--- config.mk ---
export PLATFORM = sky130hd
export DESIGN_NAME = fft_ctrl
export DESIGN_NICKNAME = d
export VERILOG_FILES = /design/src/rtl/fft_ctrl.sv
export SDC_FILE = /design/constraint.sdc
export NUM_CORES = 1
export LEC_CHECK = 0
export CAP_MARGIN = 0
export CORE_ASPECT_RATIO = 1.2
export CORE_UTILIZATION = 42
export CTS_CLUSTER_DIAMETER = 50
export DETAILED_ROUTE_END_ITERATION = 10
export PLACE_DENSITY = 0.79
export SYNTH_ARGS = -nofsm -noshare
export SYNTH_HDL_FRONTEND = slang
export SYNTH_SLANG_ARGS = --single-unit
export TNS_END_PERCENT = 100
--- constraint.sdc ---
create_clock -name clk -period 2.06 [get_ports clk]
set_input_delay 0.618 -clock clk [delete_from_list [all_inputs] [get_ports clk]]
set_output_delay 0.618 -clock clk [all_outputs]
set_load 0.05 [all_outputs]
--- src/rtl/fft_ctrl.sv ---
// Control sequencer for an in-place radix-2 DIT FFT: bit-reversed load into RAM1,
// then LG ping-pong stages of N/2 butterflies between RAM1 and RAM2.
module fft_ctrl #(
    parameter int N        = 8,
    parameter int BFLY_LAT = 2
) (
    input  logic                           clk,
    input  logic                           rst,
    input  logic                           i_start,
    input  logic                           i_load_valid,
    output logic                           o_load_ready,
    output logic                           o_RAM1_wr_en,
    output logic                           o_RAM2_wr_en,
    output logic                           o_RAM1_rd_en,
    output logic                           o_RAM2_rd_en,
    output logic                           o_ROM_rd_en,
    output logic [$clog2(N)-1:0]           o_RAM1_wr_addr,
    output logic [$clog2(N)-1:0]           o_RAM2_wr_addr,
    output logic [$clog2(N)-1:0]           o_RAM1_rd_addr,
    output logic [$clog2(N)-1:0]           o_RAM2_rd_addr,
    output logic [$clog2(N)-2:0]           o_ROM_rd_addr,
    output logic [1:0]                     o_ctrl_RAM1_data,
    output logic [1:0]                     o_ctrl_RAM2_data,
    output logic                           o_ctrl_data,
    output logic                           o_ctrl_even_odd,
    output logic                           o_even_valid,
    output logic                           o_odd_valid,
    output logic                           o_busy,
    output logic                           o_done,
    output logic                           o_result_sel
);

    localparam int LG = $clog2(N);
    localparam int WW = $clog2(BFLY_LAT + 1);

    typedef enum logic [2:0] {
        S_IDLE, S_LOAD, S_RD_EVEN, S_RD_ODD, S_WAIT, S_WR_TOP, S_WR_BOT, S_DONE
    } state_t;

    state_t          state, state_nxt;
    logic [LG-1:0]   load_cnt;
    logic [LG-1:0]   stage;
    logic [LG-2:0]   bfly;
    logic [WW-1:0]   wait_cnt;
    logic            even_vld_p1;
    logic            odd_vld_p1;
    logic            even_odd_p1;

    logic            last_bfly;
    logic            last_stage;
    logic            wait_last;
    logic            rd_sel;
    logic [LG-1:0]   half;
    logic [LG-1:0]   pos;
    logic [LG-1:0]   even_addr;
    logic [LG-1:0]   odd_addr;
    logic [LG-1:0]   tw_full;
    logic [LG-1:0]   tw_shift;

    function automatic logic [LG-1:0] bit_rev(input logic [LG-1:0] v);
        logic [LG-1:0] r;
        for (int i = 0; i < LG; i++) begin
            r[i] = v[LG-1-i];
        end
        return r;
    endfunction

    assign last_bfly    = (bfly == (LG-1)'(N/2 - 1));
    assign last_stage   = (stage == LG'(LG - 1));
    assign wait_last    = (wait_cnt == WW'(BFLY_LAT - 1));
    assign rd_sel       = stage[0];
    assign o_result_sel = 1'(LG % 2);

    // Butterfly addressing: span h = 2^s, even = (b/h)*2h + b%h, odd = even + h
    always_comb begin
        half      = LG'(1) << stage;
        pos       = {1'b0, bfly} & (half - LG'(1));
        even_addr = (({1'b0, bfly} >> stage) << (stage + LG'(1))) | pos;
        odd_addr  = even_addr | half;
        tw_shift  = LG'(LG - 1) - stage;
        tw_full   = pos << tw_shift;
    end

    always_ff @(posedge clk or posedge rst) begin
        if (rst) begin
            state <= S_IDLE;
        end else begin
            state <= state_nxt;
        end
    end

    always_comb begin
        state_nxt = state;
        case (state)
            S_IDLE:    if (i_start) state_nxt = S_LOAD;
            S_LOAD:    if (i_load_valid && load_cnt == LG'(N - 1)) state_nxt = S_RD_EVEN;
            S_RD_EVEN: state_nxt = S_RD_ODD;
            S_RD_ODD:  state_nxt = S_WAIT;
            S_WAIT:    if (wait_last) state_nxt = S_WR_TOP;
            S_WR_TOP:  state_nxt = S_WR_BOT;
            S_WR_BOT:  state_nxt = (last_bfly && last_stage) ? S_DONE : S_RD_EVEN;
            S_DONE:    state_nxt = S_IDLE;
            default:   state_nxt = S_IDLE;
        endcase
    end

    always_ff @(posedge clk or posedge rst) begin
        if (rst) begin
            load_cnt <= '0;
            stage    <= '0;
            bfly     <= '0;
            wait_cnt <= '0;
        end else begin
            case (state)
                S_IDLE: begin
                    load_cnt <= '0;
                    stage    <= '0;
                    bfly     <= '0;
                    wait_cnt <= '0;
                end
                S_LOAD: begin
                    if (i_load_valid) load_cnt <= load_cnt + LG'(1);
                end
                S_WAIT: begin
                    wait_cnt <= wait_last ? '0 : wait_cnt + WW'(1);
                end
                S_WR_BOT: begin
                    if (!last_bfly) begin
                        bfly <= bfly + (LG-1)'(1);
                    end else begin
                        bfly <= '0;
                        if (!last_stage) stage <= stage + LG'(1);
                    end
                end
                default: ;
            endcase
        end
    end

    // Read-data qualifiers trail the read request by the one-cycle RAM/ROM latency
    always_ff @(posedge clk or posedge rst) begin
        if (rst) begin
            even_vld_p1 <= 1'b0;
            odd_vld_p1  <= 1'b0;
            even_odd_p1 <= 1'b0;
        end else begin
            even_vld_p1 <= (state == S_RD_EVEN);
            odd_vld_p1  <= (state == S_RD_ODD);
            if (state == S_RD_EVEN) begin
                even_odd_p1 <= 1'b0;
            end else if (state == S_RD_ODD) begin
                even_odd_p1 <= 1'b1;
            end
        end
    end

    assign o_even_valid    = even_vld_p1;
    assign o_odd_valid     = odd_vld_p1;
    assign o_ctrl_even_odd = even_odd_p1;

    always_comb begin
        o_load_ready     = 1'b0;
        o_RAM1_wr_en     = 1'b0;
        o_RAM2_wr_en     = 1'b0;
        o_RAM1_rd_en     = 1'b0;
        o_RAM2_rd_en     = 1'b0;
        o_ROM_rd_en      = 1'b0;
        o_RAM1_wr_addr   = '0;
        o_RAM2_wr_addr   = '0;
        o_RAM1_rd_addr   = '0;
        o_RAM2_rd_addr   = '0;
        o_ROM_rd_addr    = '0;
        o_ctrl_RAM1_data = 2'b00;
        o_ctrl_RAM2_data = 2'b00;
        o_ctrl_data      = 1'b0;
        o_busy           = (state != S_IDLE);
        o_done           = 1'b0;
        case (state)
            S_LOAD: begin
                o_load_ready = 1'b1;
                o_RAM1_wr_en = i_load_valid;
                if (i_load_valid) o_RAM1_wr_addr = bit_rev(load_cnt);
            end
            S_RD_EVEN, S_RD_ODD: begin
                o_ctrl_data = rd_sel;
                if (rd_sel) begin
                    o_RAM2_rd_en   = 1'b1;
                    o_RAM2_rd_addr = (state == S_RD_EVEN) ? even_addr : odd_addr;
                end else begin
                    o_RAM1_rd_en   = 1'b1;
                    o_RAM1_rd_addr = (state == S_RD_EVEN) ? even_addr : odd_addr;
                end
                if (state == S_RD_ODD) begin
                    o_ROM_rd_en   = 1'b1;
                    o_ROM_rd_addr = tw_full[LG-2:0];
                end
            end
            S_WAIT: begin
                o_ctrl_data = rd_sel;
            end
            S_WR_TOP, S_WR_BOT: begin
                o_ctrl_data = rd_sel;
                if (rd_sel) begin
                    o_RAM1_wr_en     = 1'b1;
                    o_RAM1_wr_addr   = (state == S_WR_TOP) ? even_addr : odd_addr;
                    o_ctrl_RAM1_data = (state == S_WR_TOP) ? 2'b01 : 2'b10;
                end else begin
                    o_RAM2_wr_en     = 1'b1;
                    o_RAM2_wr_addr   = (state == S_WR_TOP) ? even_addr : odd_addr;
                    o_ctrl_RAM2_data = (state == S_WR_TOP) ? 2'b01 : 2'b10;
                end
            end
            S_DONE: begin
                o_done = 1'b1;
            end
            default: ;
        endcase
    end

endmodule
==> results of run 1 <==
Yosys cell counts, types with 2 or more instances:
master | number | area [µm²]
mux2_2 | 3 | 33.8
nand2_1 | 20 | 75.1
and3_1 | 3 | 18.8
buf_2 | 5 | 25.0
inv_1 | 10 | 37.5
ha_1 | 7 | 87.6
dfrtp_1 | 16 | 400
nor2_1 | 16 | 60.1
o21ai_0 | 9 | 45.0
a31oi_1 | 2 | 12.5
a21boi_0 | 2 | 15.0
mux2i_1 | 2 | 20.0
nand2b_1 | 5 | 31.3
nor3_1 | 8 | 40.0
o31ai_1 | 2 | 15.0
buf_4 | 2 | 15.0
nand3_1 | 3 | 15.0
xnor2_1 | 4 | 35.0
and2_1 | 2 | 12.5
nor2b_1 | 3 | 18.8
a21oi_1 | 8 | 40.0
kinds of logic after synthesis:
group / synth area share, %
AOI/OAI and AO/OA: 13.9
xor gates and xnor gates: 3.63
muxes: 4.47
DFF: 33.2
and+or+nand+nor: 29.5
adders and majority gates: 7.27
other: 0.311
buffers and inverters: 7.68
per-stage QoR:
step	util [%]	TNS (ns)	hold WS, ns	setup WS, ns
global placement	81.0	-2.34	0.468	-0.233
detailed placement	81.0	-3.13	0.484	-0.295
CTS	93.9	-6.61	0.511	-0.472
floorplan	-	-1.71	0.492	-0.218
per-layer routing:
metal / track usage, % / overflow
met3: 42.9 / 0
met4: 84.1 / 23
met2: 95.4 / 23
met1: 70.4 / 0
met5: 0 / 0
what timing repair did:
item,in CTS
setup endpoints to repair,26
pin swaps,11
resized for setup,63
setup buffers,9
==> results.yml, run 1 <==
floorplan:
  top_level_ports: 35
  initial_core_util_pct: 45.9
  dieHeight_um: 60.7
  std_cell_rows: 20
  die_w_um: 50.9
yosys:
  yosys_warnings: 0
  synth_flop_cell: "dfrtp_1"
  syn-num-nets: 162
  syn_area_per_cell_um2: 7.98
  synthCells: 151
  syn_area_um2: 1200
  synthArstFlopShare_pct: 100
  synth_cell_types: 40
  synth_edf_count: 0
  ys_seq_area_share_pct: 33.2
  ys_ff_latch: 16
clocking:
  cts_buffers: 3
  cts_sinks: 16
  ctsLongestPathBuffers: 2
  cts.htree.levels: 1
  clk_root_buffer_cell: "clkbuf_4"
  cts_hold_buf: 0
run_status:
  failing_step: "global routing (5_1_grt)"
  error: "[ERROR GRT-0232] Routing congestion too high. Check the congestion heatmap in the GUI."
  status: "stopped before the end"
sta:
  timing.worst_endpoint.kind: "primary output"
  worst_endpoint: "o_RAM1_rd_addr[1]"
global_route:
  grtUsageTotal_pct: 71.1
  overflow: 46
  grt_max_degree: 17
placement:
  place.gp.congestion: 0.848
  port_buffers: 33
  dp_cells: 241
  hpwl_mm: 2.74
  postPlaceCellArea_um2: 2130
==> inputs of run 2 (changes only) <==
- CORE_AREA: not set -> 2 2 63 65
- CORE_ASPECT_RATIO: 1.2 -> not set
- CORE_UTILIZATION: 42 -> not set
- CTS_CLUSTER_DIAMETER: 50 -> not set
- DIE_AREA: not set -> 0 0 65 67
- PLACE_DENSITY: 0.79 -> not set
- PLACE_DENSITY_LB_ADDON: not set -> 0.15
- clock period: 2.06 -> 2.7 ns (I/O delays scaled with it)
==> run 2 against run 1 <==
The run now ends clean. Synthesized cell count did not move. Area after synthesis did not move.
==> results.yml, run 2 <==
placement:
  hpwl_mm: 2.45
  place.gp.congestion: 0.800
  dp_cells: 231
  port_buffers: 33
  postPlaceCellArea_um2: 1790
sta:
  setup-violations-final: 0
  fin_hold_ws_ns: 0.488
  max_clock_freq_mhz: 371
  setup_tns_ns: 0
  finalHoldViolations: 0
  rsz0062_at_grt: "true"
  worstMarginPinSlew_ns: 0.615
  layout_min_cycle_time_ns: 2.70
  min_period_over_period_pct: 99.9
  skew_ns: 0.000638
  slew_headroom_pct: 58.9
  drv_slew: 0
cells_and_area:
  largest_registers: "load_cnt x3, stage x3, state x3"
  finalNonFillerCells: 238
  finalNetCount: 202
  final_cell_mix: "nand2_1, buf_4, buf_12"
  layout-drive-gt1-share_pct: 43.2
  final_common_cell: "nand2_1"
  finish.instance_area_um2: 2010
  fill_cells: 316
  final_util_pct: 55.9
  num_antenna_cells: 0
  area_growth_pct: 67.2
worst_hold_path:
  hold_class: "reg -> reg"
drt:
  drtIter0Drc: 64
  drt_pass1_iterations: 6
  viasPerCell: 4.85
  vias: 1155
  wirelength_mm: 3.20
  drc: 0
  drt-wirelength-per-cell_um: 13.5
  detail-route-antenna-nets: 0
floorplan:
  die_w_um: 65
  dieHeight_um: 67
  initial_core_util_pct: 33.4
  dieArea_um2: 4360
  std_cell_rows: 22
  coreArea_um2: 3610
  top_level_ports: 35
clocking:
  ctsLongestPathBuffers: 2
  path_clk_slew_ns: 0.06
  cts_sinks: 16
  cts_hold_buf: 0
  cts_buffers: 3
  cts.htree.levels: 1
  clk_root_buffer_cell: "clkbuf_8"
  clock_latency_ns: 0.25
  cts_tree: "yes"
global_route:
  antenna_found_initial: 0
  grtUsageTotal_pct: 15.5
  overflow: 0
  grt_max_degree: 17
  grt_pass1_wl_mm: 5.26
  grt_pass1_vias: 1153
run_status:
  status: "finished clean"
worst_setup_path:
  worstPathRequired_ns: 1.89
  critPathKind: "reg -> out"
  cp.arrival_ns: 1.89
  startpoint_type: "register"
  cp_slowest_stage_delay_ns: 0.43
  slowest_stage: "dfrtp_1"
  critPathMaxFanout: 4
  crit_chain: "inv_2, ha_4, xnor2_2, o21ai_1, buf_4, mux2_4, nor2_4, buf_12"
  crit_path_end_kind: "output port"
yosys:
  ys_top_cells_by_count: "nand2_1, dfrtp_1, nor2_1, inv_1, o21ai_0"
  synth_flop_cell: "dfrtp_1"
  synthCells: 151
  ys_top_cells_by_area: "dfrtp_1, ha_1, nand2_1"
  synthArstFlopShare_pct: 100
  syn_area_um2: 1200
  synth_top_area_cell: "dfrtp_1"
  syn-num-nets: 162
  synth.top_cell.area_share_pct: 33.2
  ys_seq_area_share_pct: 33.2
  yosys_warnings: 0
  syn_area_per_cell_um2: 7.98
  ys_ff_latch: 16
  synth_most_common_cell: "nand2_1"
  synth_edf_count: 0
  synth_cell_types: 40
run:
  maxCapViolCount: 0
power:
  irDropWorstVdd_mv: 0.702
  power-per-cell-area_nw_per_um2: 825
  p_leak_uw: 0.000873
-- run 2: path summary, 6_finish.rpt --
| path | slack, ns | startpoint | to | cells past startpoint |
|---|---|---|---|---|
| max | 0.004 | stage[1] | o_ROM_rd_addr[1] | 8 |
| min | 0.49 | o_ctrl_even_odd | o_ctrl_even_odd | 2 |
| max reg2reg | 0.99 | state[1] | state[0] | 6 |
| min reg2reg | 0.49 | o_ctrl_even_odd | o_ctrl_even_odd | 2 |
| max in group asynchronous | 1.34 | rst | state[2] | 2 |
| min in group asynchronous | 0.93 | rst | stage[1] | 2 |
-- run 2: power by group --
group | total (µW) | internal [µW] | switching, µW
Clock | 213 | 129 | 83.7
Sequential | 396 | 306 | 90.3
Combinational | 1050 | 412 | 642
-- run 2: cell type report --
cell class | instances | area (µm²) | area share (%)
clock buffer | 4 | 55.1 | 2.73
inverter | 10 | 37.5 | 1.86
multi-input combinational | 116 | 907 | 45.0
sequential | 16 | 404 | 20.1
tap | 48 | 60.1 | 2.98
timing repair buffer | 44 | 551 | 27.3
-- run 2: repair_timing --
item,in CTS,in global routing
setup endpoints to repair,11,15
resized for setup,8,30
pin swaps,1,10
setup buffers,2,2
-- run 2: critical path: cells and delay by family, from the launching register on --
kind / cells / cell delay [ns]
buf+inv: 3 / 0.44
compound gates: 1 / 0.08
xor+xnor: 1 / 0.10
mux: 1 / 0.28
fa+ha+maj: 1 / 0.18
simple gates: 1 / 0.12
flops: 1 / 0.43
-- run 2: per-stage QoR --
step | setup slack, ns | total power, µW
4_1_cts | 0.00650 | 1640
6_report | 0.00359 | 1660
3_3_place_gp | 0.0252 | 1400
5_1_grt | -0.0695 | 1760
3_5_place_dp | 0.00224 | 1420
2_1_floorplan | -0.260 | 1070
-- run 2: kinds of logic (layout without fill, tap and decap cells) --
logic type	after synthesis	in the layout	synth area share [%]
buffers and inverters	19	58	7.68
and+or+nand+nor	70	70	29.5
adders and majority gates	7	7	7.27
muxes	5	5	4.47
AOI/OAI and AO/OA	28	28	13.9
xor gates and xnor gates	5	5	3.63
other	1	1	0.311
DFF	16	16	33.2
-- run 2: per-layer routing --
layer,vias up,part of all wire [%],GRT usage [%]
li1,584,-,-
met1,534,47,19.6
met2,31,46,25.9
met3,6,4.6,2.70
met4,0,2.2,6.91
met5,-,0,0
(Power assumes the default switching activity.)
==> inputs of run 3 (changes only) <==
- ABC_AREA: not set -> 1
- GPL_ROUTABILITY_DRIVEN: not set -> 0
==> run 3 against run 2 <==
Synthesized cell count is 24% higher. Non-clock buffer count is 7 lower. Area after synthesis is 0.62% higher. Critical path depth is 2 lower. Largest cell class unchanged. Power is 6.0% higher. Die area stayed put. Fmax is 2.0% higher. Critical path type is now in -> out. Hold slack better by 0.013 ns. Sequential cell count stayed put.
==> results.yml, run 3 <==
yosys:
  synth_top_area_cell: "dfrtp_1"
  syn_area_um2: 1210
  synth_edf_count: 0
  ys_top_cells_by_area: "dfrtp_1, nand2_1, inv_1"
  syn_area_per_cell_um2: 6.48
  synth_cell_types: 22
  synthArstFlopShare_pct: 100
  synthCells: 187
  synth_flop_cell: "dfrtp_1"
  yosys_warnings: 0
  ys_ff_latch: 16
  ys_seq_area_share_pct: 33.0
  ys_top_cells_by_count: "nand2_1, inv_1, nor2_1, nand3_1, dfrtp_1"
  syn-num-nets: 198
  synth.top_cell.area_share_pct: 33.0
  synth_most_common_cell: "nand2_1"
sta:
  worstMarginPinSlew_ns: 0.612
  slew_headroom_pct: 59.1
  layout_min_cycle_time_ns: 2.64
  setup_tns_ns: 0
  rsz0062_at_grt: "false"
  finalWorstSetupSlack_ns: 0.0572
  skew_ns: 0.00115
  finalHoldViolations: 0
  drv_slew: 0
  max_clock_freq_mhz: 378
  setup-violations-final: 0
  min_period_over_period_pct: 97.9
clocking:
  ctsLongestPathBuffers: 2
  cts_tree: "yes"
  clk_root_buffer_cell: "clkbuf_8"
  cts.htree.levels: 1
  cts_sinks: 16
  path_clk_slew_ns: 0.06
  clock_latency_ns: 0.24
  cts_hold_buf: 0
  cts_buffers: 3
placement:
  pre_cts_slack_ns: 0.0625
  port_buffers: 33
  dp_cells: 267
  hpwl_mm: 2.59
  postPlaceCellArea_um2: 1800
power:
  seqPwrFrac_pct: 22.1
  clockPowerShare_pct: 9.9
  irDropWorstVdd_mv: 0.611
  switchingPower_uw: 946
  power.internal_uw: 817
  combPwrFrac_pct: 67.9
  p_leak_uw: 0.000968
  swShare_pct: 53.7
  power-per-cell-area_nw_per_um2: 939
drt:
  wirelength_mm: 3.18
  drt_pass1_iterations: 4
  viasPerCell: 4.63
  vias: 1256
  drtIter0Drc: 46
  drt-wirelength-per-cell_um: 11.7
  drc: 0
  detail-route-antenna-nets: 0
cells_and_area:
  finalNetCount: 236
  finalNonFillerCells: 271
  layout-drive-gt1-share_pct: 30.0
  largest_registers: "load_cnt x3, stage x3, state x3"
  final_util_pct: 52.1
  finish.instance_area_um2: 1880
  final_common_cell: "nand2_1"
  area_growth_pct: 54.9
  final_cell_mix: "nand2_1, inv_1, buf_12"
  num_antenna_cells: 0
worst_setup_path:
  crit_chain: "clkdlybuf4s50_1, nand2_2, inv_2, nand2_1, nand2_1, buf_12"
  startpoint_type: "input pin"
  cp.arrival_ns: 1.83
  critPathKind: "in -> out"
  worstPathRequired_ns: 1.89
  crit_top_cell: "nand2_1"
  ff2ff_setup_slack_ns: 1.23
  r2r_cells: 9
  cp_slowest_stage_delay_ns: 0.49
  critPathMaxFanout: 7
  reg2reg_from: "stage[0]"
  slowest_stage: "clkdlybuf4s50_1"
  crit_path_end_kind: "output port"
  r2r_end: "stage[1]"
global_route:
  grt_pass1_vias: 1117
  overflow: 0
  grt_max_degree: 17
  antenna_found_initial: 0
  grtUsageTotal_pct: 15.3
  grt_pass1_wl_mm: 5.14
worst_hold_path:
  holdPathEnd: "wait_cnt[1]"
  hold_class: "reg -> reg"
  holdPathStages: 2
  hp-start: "wait_cnt[1]"
floorplan:
  die_w_um: 65
  dieHeight_um: 67
  coreArea_um2: 3610
  std_cell_rows: 22
  initial_core_util_pct: 33.6
  top_level_ports: 35
  dieArea_um2: 4360
run:
  maxCapViolCount: 0
run_status:
  status: "finished clean"
-- run 3: cell types whose count changed in the layout (fill, tap and decap cells not counted), moves of 5 or more --
cell      previous run  this run
nor2_1              12        17
inv_1                7        25
nand2b_1             5         0
inv_2                3         8
nand3_2              0         7
buf_12              14        19
buf_6                8         0
nand3_1              3        14
nand2_1             20        58
-- run 3: critical path: cells and delay by family --
kind / cells / cell delay, ns
buf+inv: 3 / 0.74
simple gates: 3 / 0.27
-- run 3: layer usage --
metal	track usage (%)	share of wire [%]
met2	28.2	52
met3	1.52	3.2
met1	18.4	44
met5	0	0
met4	5.59	0.82
-- run 3: cell type report --
cell class | count | area (µm²)
repair buffers | 37 | 531
inverters | 33 | 124
well taps | 48 | 60.1
flip-flops and latches | 16 | 402
fillers | 353 | 1730
clock buffers | 3 | 41.3
multi-input cells | 134 | 721
-- run 3: worst max path at each step --
| stage | start | endpoint | slack, ns | cells after the start |
|---|---|---|---|---|
| detailed placement | i_load_valid | o_RAM1_wr_addr[1] | 0.06 | 6 |
| finish | i_load_valid | o_RAM1_wr_addr[1] | 0.06 | 6 |
| global route | i_load_valid | o_RAM1_wr_addr[1] | 0.002 | 6 |
| floorplan | state[1] | o_RAM1_wr_en | -0.03 | 5 |
| global placement | i_load_valid | o_RAM1_wr_addr[1] | 0.08 | 6 |
| CTS | stage[1] | o_RAM2_rd_addr[2] | 0.02 | 9 |
-- run 3: power groups by stage --
stage | Combinational, µW | Clock, µW | Sequential, µW
after CTS | 1180 | 181 | 386
after global placement | 1170 | 0 | 390
after floorplan | 747 | 0 | 418
after detailed placement | 1180 | 0 | 392
final | 1200 | 175 | 390
after global routing | 1290 | 186 | 398
-- run 3: per-stage QoR --
step,power [µW],hold WS [ns]
global route,1880,0.521
CTS,1750,0.503
detailed placement,1570,0.494
global placement,1560,0.492
finish,1760,0.502
floorplan,1160,0.472
-- run 3: cell families (layout without fill, tap and decap cells) --
group           Yosys count  after routing  share of synthesized area [%]
other cells               1              1                          0.309
simple gates            111            111                           40.8
compound gates           15             15                           6.40
fa+ha+maj                 7              7                           7.22
flops                    16             16                           33.0
buf+inv                  37             73                           12.3
-- run 3: repair_timing --
item | CTS | global route
resized for setup | 0 | 15
setup buffers | 0 | 1
setup endpoints to repair | 0 | 12
hold endpoints to repair | 0 | 0
